<file path="src/rtl/alu_seq_pkg.sv">
// -----------------------------------------------------------------------------
// alu_seq_pkg
// Shared definitions for the 8-bit ALU (alu) and its byte-serial sequencer
// (alu_seq): opcode encoding, the carry convention and opcode classification
// helpers.
//
// Carry convention: for ADD, cout is the carry out of bit 7. For SUB, cout is
// the borrow, meaning it is 1 when a < b (unsigned). For the logic ops, cout
// is always 0.
// -----------------------------------------------------------------------------
package alu_seq_pkg;

    localparam logic [3:0] ALU_ADD = 4'h0;
    localparam logic [3:0] ALU_SUB = 4'h1;
    localparam logic [3:0] ALU_AND = 4'h2;
    localparam logic [3:0] ALU_OR  = 4'h3;
    localparam logic [3:0] ALU_XOR = 4'h4;

    // True for the ops that propagate a carry/borrow between bytes.
    function automatic logic op_is_arith(input logic [3:0] op);
        return (op == ALU_ADD) || (op == ALU_SUB);
    endfunction

    // Every code outside ADD..XOR is rejected with rsp_err.
    function automatic logic op_supported(input logic [3:0] op);
        return (op == ALU_ADD) || (op == ALU_SUB) || (op == ALU_AND) ||
               (op == ALU_OR)  || (op == ALU_XOR);
    endfunction

endpackage

</file>
<file path="src/rtl/alu_seq.sv">
// -----------------------------------------------------------------------------
// alu_seq
// Executes W-bit (W = 8*NBYTES) ADD/SUB/AND/OR/XOR by driving a shared external
// 8-bit ALU one byte at a time, starting with the least-significant byte.
//
// Ports:
//   clk, rst              clock, synchronous active-high reset
//   req_valid/req_ready   command handshake; req_op, req_a, req_b carry the command
//   rsp_valid/rsp_ready   response handshake; rsp_data, rsp_cout, rsp_err carry the result
//   alu_a, alu_b, alu_op  drive the shared ALU (zero when not in PASS/FIX)
//   alu_out, alu_cout     combinational ALU result for the current drive
//
// Carry handling: the ALU has no carry input. After a byte's PASS, a pending
// carry/borrow into that byte is applied by a FIX cycle. In that cycle the byte
// goes through the ALU again with operand 1. A byte can produce a carry-out in
// PASS or in FIX, but never in both, so OR-ing the two gives the carry-out.
// -----------------------------------------------------------------------------
module alu_seq
    import alu_seq_pkg::*;
#(
    parameter  int NBYTES = 2,
    localparam int W      = 8 * NBYTES
) (
    input  logic         clk,
    input  logic         rst,
    input  logic         req_valid,
    output logic         req_ready,
    input  logic [3:0]   req_op,
    input  logic [W-1:0] req_a,
    input  logic [W-1:0] req_b,
    output logic         rsp_valid,
    input  logic         rsp_ready,
    output logic [W-1:0] rsp_data,
    output logic         rsp_cout,
    output logic         rsp_err,
    output logic [7:0]   alu_a,
    output logic [7:0]   alu_b,
    output logic [3:0]   alu_op,
    input  logic [7:0]   alu_out,
    input  logic         alu_cout
);

    typedef enum logic [1:0] {
        S_IDLE = 2'd0,
        S_PASS = 2'd1,
        S_FIX  = 2'd2,
        S_RESP = 2'd3
    } state_t;

    localparam logic [1:0] LAST_BYTE = 2'(NBYTES - 1);

    state_t       state_q;
    logic [1:0]   cnt_q;
    logic         cin_q;
    logic         c1_q;
    logic [3:0]   op_q;
    logic [W-1:0] a_q;
    logic [W-1:0] b_q;
    logic [W-1:0] res_q;
    logic         req_ready_q;
    logic         rsp_valid_q;
    logic [W-1:0] rsp_data_q;
    logic         rsp_cout_q;
    logic         rsp_err_q;

    logic [W-1:0] res_d;
    logic         c1_d;
    logic         carry_out_d;

    // ALU drive is decoded from the registered state, so the ALU result is
    // valid during the same PASS/FIX cycle.
    always_comb begin
        alu_a  = 8'h00;
        alu_b  = 8'h00;
        alu_op = 4'h0;
        case (state_q)
            S_PASS: begin
                alu_a  = a_q[cnt_q*8 +: 8];
                alu_b  = b_q[cnt_q*8 +: 8];
                alu_op = op_q;
            end
            S_FIX: begin
                alu_a  = res_q[cnt_q*8 +: 8];
                alu_b  = 8'h01;
                alu_op = op_q;
            end
            default: ;
        endcase
    end

    // Result with the current byte replaced by the ALU output, plus the
    // carry-out this cycle would hand to the next byte.
    always_comb begin
        res_d                = res_q;
        res_d[cnt_q*8 +: 8]  = alu_out;
        c1_d                 = op_is_arith(op_q) ? alu_cout : 1'b0;
        carry_out_d          = (state_q == S_FIX) ? (c1_q | alu_cout) : c1_d;
    end

    always_ff @(posedge clk) begin
        if (rst) begin
            state_q     <= S_IDLE;
            req_ready_q <= 1'b1;
            rsp_valid_q <= 1'b0;
            rsp_data_q  <= '0;
            rsp_cout_q  <= 1'b0;
            rsp_err_q   <= 1'b0;
            cnt_q       <= 2'd0;
            cin_q       <= 1'b0;
            c1_q        <= 1'b0;
        end else begin
            case (state_q)
                S_IDLE: begin
                    if (req_valid && req_ready_q) begin
                        op_q        <= req_op;
                        a_q         <= req_a;
                        b_q         <= req_b;
                        cnt_q       <= 2'd0;
                        cin_q       <= 1'b0;
                        c1_q        <= 1'b0;
                        req_ready_q <= 1'b0;
                        if (op_supported(req_op)) begin
                            state_q <= S_PASS;
                        end else begin
                            state_q     <= S_RESP;
                            rsp_valid_q <= 1'b1;
                            rsp_data_q  <= '0;
                            rsp_cout_q  <= 1'b0;
                            rsp_err_q   <= 1'b1;
                        end
                    end
                end

                S_PASS, S_FIX: begin
                    res_q <= res_d;
                    if (state_q == S_PASS) begin
                        c1_q <= c1_d;
                    end
                    if (state_q == S_PASS && op_is_arith(op_q) && cin_q) begin
                        state_q <= S_FIX;
                    end else if (cnt_q == LAST_BYTE) begin
                        state_q     <= S_RESP;
                        rsp_valid_q <= 1'b1;
                        rsp_data_q  <= res_d;
                        rsp_cout_q  <= carry_out_d;
                        rsp_err_q   <= 1'b0;
                    end else begin
                        cnt_q   <= cnt_q + 2'd1;
                        cin_q   <= carry_out_d;
                        state_q <= S_PASS;
                    end
                end

                S_RESP: begin
                    if (rsp_ready) begin
                        state_q     <= S_IDLE;
                        rsp_valid_q <= 1'b0;
                        req_ready_q <= 1'b1;
                    end
                end

                default: state_q <= S_IDLE;
            endcase
        end
    end

    assign req_ready = req_ready_q;
    assign rsp_valid = rsp_valid_q;
    assign rsp_data  = rsp_data_q;
    assign rsp_cout  = rsp_cout_q;
    assign rsp_err   = rsp_err_q;

endmodule
</file>
<file path="config.mk">
export PLATFORM = sky130hd
export DESIGN_NAME = alu_seq
export DESIGN_NICKNAME = d
export VERILOG_FILES = /design/src/rtl/alu_seq_pkg.sv /design/src/rtl/alu_seq.sv
export SDC_FILE = /design/constraint.sdc
export NUM_CORES = 1
export LEC_CHECK = 0
export CAP_MARGIN = 15
export CORE_UTILIZATION = 49
export DETAILED_ROUTE_END_ITERATION = 8
export GPL_TIMING_DRIVEN = 0
export PLACE_DENSITY_LB_ADDON = 0.12
export SETUP_SLACK_MARGIN = 0.5
export SYNTH_ARGS = -nofsm -noshare
export SYNTH_HDL_FRONTEND = slang
export SYNTH_SLANG_ARGS = --single-unit
</file>
<file path="constraint.sdc">
create_clock -name clk -period 6.2 [get_ports clk]
set_input_delay 1.24 -clock clk [delete_from_list [all_inputs] [get_ports clk]]
set_output_delay 1.24 -clock clk [all_outputs]
set_load 0.02 [all_outputs]
</file>
==> metrics.md <==
| Metric | Value |
|---|---|
| CTS tree | `yes` |
| Avg Cell Area, Syn | `12.63 sq um` |
| #FFs+latches synth | `78` |
| Net Sw Power | `0.0008015 W` |
| Cell Pwr Density | `456.8 nW/um^2` |
| Drt first pass iters | `5` |
| Max-slew headroom | `44.99%` |
| Tcrit/Tclk final | `66.10%` |
| Antenna fix cells | `0` |
| Sink Count | `78` |
| Max Clk Rate | `0.2440 GHz` |
| Post-synth ARST share | `0%` |
| Largest net degree at the start of global routing | `26` |
| # nets final | `439` |
| Crit Path Category | `reg2out` |
| Routed wire length | `7921 um` |
| Wire per inst | `16.43 um` |
| Clock skew | `10.21 ps` |
| Post_cts resized | `0` |
| Setup slack, reg-to-reg | `3280 ps` |
| Peak supply drop | `0.2378 mV` |
| Top FF cell, synth | `edfxtp_1` |
| Die Y | `86.80 um` |
| Worst-Skew Late Latency | `350 ps` |
| GRT Util Overall | `22.44%` |
| Filler Cell Count | `514` |
| Final slew viol count | `0` |
| Final hold slack | `477.1 ps` |
| RSZ-0062 raised after global routing | `false` |
| Seq/Total Area, Yosys | `59.09%` |
| Sw frac | `36.62%` |
| Most frequent cells in the layout | `clkdlybuf4s50_1, edfxtp_1, dfxtp_1` |
| Largest delay share family, worst path | `buffers and inverters` |
| Total negative slack | `0 ps` |
| Crit path DAT | `2860 ps` |
| Critical path fanouts, max | `10` |
| Syn Nets | `337` |
| Multi-input logic area | `1301 sq um` |
| Max stage delay on crit path | `600 ps` |
| Crit path launch | `state_q[0]` |
| Num CTS Buffers | `9` |
| Starting Density | `51.29%` |
| Slew @ Worst Pin | `817.8 ps` |
| Worst setup SP type | `register` |
| Number of DRC markers in iteration 0 | `135` |
| CP Capture Type | `output port` |
| Pint | `0.001387 W` |
| Gp weighted congestion | `0.8460` |
| Vias in the first global route | `2431` |
| Mapped Area | `3523 sq um` |
| Die W | `86.80 um` |
| EDFF count, synth | `52` |
| Leading cell type in the layout, fill and taps excluded | `clkdlybuf4s50_1` |
| HP Class | `reg2reg` |
| Count of cell types in the netlist | `42` |
| WP buf/inv | `3` |
| Cts hold-fix bufs | `0` |
| Crit path time final | `4098 ps` |
| Grt total ovfl | `0` |
| CTS root buf | `clkbuf_8` |
| Synth warn | `0` |
| H-tree levels | `3` |
| # setup viols final | `0` |
| Remaining DRCs | `0` |
| Logic pwr share | `46.8%` |
| First-pass GRT wire length | `12300 um` |
| Die ar. | `7533 sq um` |
| Ports | `89` |
| Status | `complete, no violations` |
| PortBufs | `87` |
| Post-Syn Instances | `279` |
| CORE AREA | `6869 sq um` |
| Hold path startpoint | `rsp_data[3]` |
| Area delta synth->final | `35.97%` |
| Slowest-stage cell, CP | `mux4_2` |
| Antenna violations before repair | `0` |
| # rows | `30` |
| Post-DP HPWL | `5649 um` |
| Fraction of layout cells with a size suffix above 1 | `9.326%` |
| CTS max path bufs | `2` |
| Vias per Instance | `5.297` |
| Detail Route Antenna Nets | `0` |
| Post-CTS Setup Inserts | `0` |
| Hold Vio Cnt, Final | `0` |
| Worst r2r src | `cnt_q[0]` |
| Clk network pwr share | `18.8%` |
| MaxCap Viol Count | `0` |
| Cells along the critical path | `inv_1 -> ha_1 -> clkbuf_1 -> mux4_2 -> and3_1 -> clkdlybuf4s50_1` |
| P_leak | `1.755 nW` |
| Sequential share of power | `34.4%` |
| Crit path required time | `4960 ps` |
| Total vias in the final route | `2553` |
| FF+latch area | `2082 sq um` |
| Clock-pin slew on the worst setup and hold paths | `80 ps` |
[worst paths after layout]
check                      to  cells after the start
hold / removal    rsp_data[3]                      2
setup reg to reg  rsp_data[4]                      9
hold reg to reg   rsp_data[3]                      2
setup / recovery     alu_a[5]                      6
[cell usage after synthesis, types with 8 or more instances]
library cell / instances / area [sq um]
edfxtp_1: 52 / 1562
dfxtp_1: 26 / 520.5
mux2i_1: 25 / 250.2
inv_1: 24 / 90.09
nand2_1: 21 / 78.83
nand2b_1: 17 / 106.4
nor2_1: 10 / 37.54
clkbuf_1: 9 / 33.78
ha_1: 9 / 112.6
a22o_1: 8 / 70.07
and3_1: 8 / 50.05
mux4_2: 8 / 180.2
o21ai_0: 8 / 40.04
[tightest hold or removal path, cell delays in order (launching register included)]
cell,delay [ps]
dfxtp_1,310
nand2b_1,60
mux2i_1,60
[sequential cells by signal, indices dropped and copies added (netlist names)]
| name | count |
|---|---|
| a_q | 16 |
| b_q | 16 |
| c1_q | 1 |
| cin_q | 1 |
| cnt_q | 2 |
| op_q | 4 |
| req_ready | 1 |
| res_q | 16 |
| rsp_cout | 1 |
| rsp_data | 16 |
| rsp_err | 1 |
| rsp_valid | 1 |
| state_q | 2 |
[cells by family (layout without fill, tap and decap cells)]
logic type / count (synthesis) / in the layout / share of synthesized area [%]
flip-flops: 78 / 78 / 59.09
AND/OR/NAND/NOR: 78 / 78 / 12.47
AO/OA/AOI/OAI: 44 / 44 / 8.594
buffers and inverters: 36 / 143 / 4.119
multiplexers: 34 / 34 / 12.54
adder cells (fa/ha/maj): 9 / 9 / 3.196
[per-layer routing]
layer | track usage [%] | up-vias | routed length, um
met4 | 10.00 | 0 | 142
met3 | 5.048 | 14 | 620
met1 | 29.93 | 1210 | 3373
met5 | 0 | - | 0
li1 | - | 1219 | -
met2 | 35.22 | 110 | 3785
[final cells by class]
class | instances | share of cell area, %
tap | 96 | 2.507
inverter | 24 | 1.880
clock buffer | 10 | 2.664
buffer | 12 | 1.149
timing repair buffer | 91 | 19.35
multi-input combinational | 165 | 27.16
sequential | 78 | 43.46
clock inverter | 6 | 1.828
[power by group through the flow]
stage | logic [W] | clock network (W) | registers, W
after global routing | 0.00110 | 0.000443 | 0.000767
after detailed placement | 0.00101 | 0 | 0.000765
after floorplan | 0.000606 | 0 | 0.000795
after global placement | 0.000982 | 0 | 0.000764
after CTS | 0.00102 | 0.000421 | 0.000754
final | 0.00102 | 0.000412 | 0.000752
[stage by stage]
step                area [sq um]  utilization (%)  worst slack (ps)  power, W  std cells
floorplan                   3523                -              1408  0.001401        279
global placement            4514            65.72             192.0  0.001746        462
detailed placement          4561            66.39              2459  0.001778        465
CTS                         4776            69.53              2064  0.002194        481
global route                4791            69.75              1906  0.002309        482
finish                      4791            69.75              2102  0.002189        482
No activity file was read; power rests on OpenSTA's default activity.
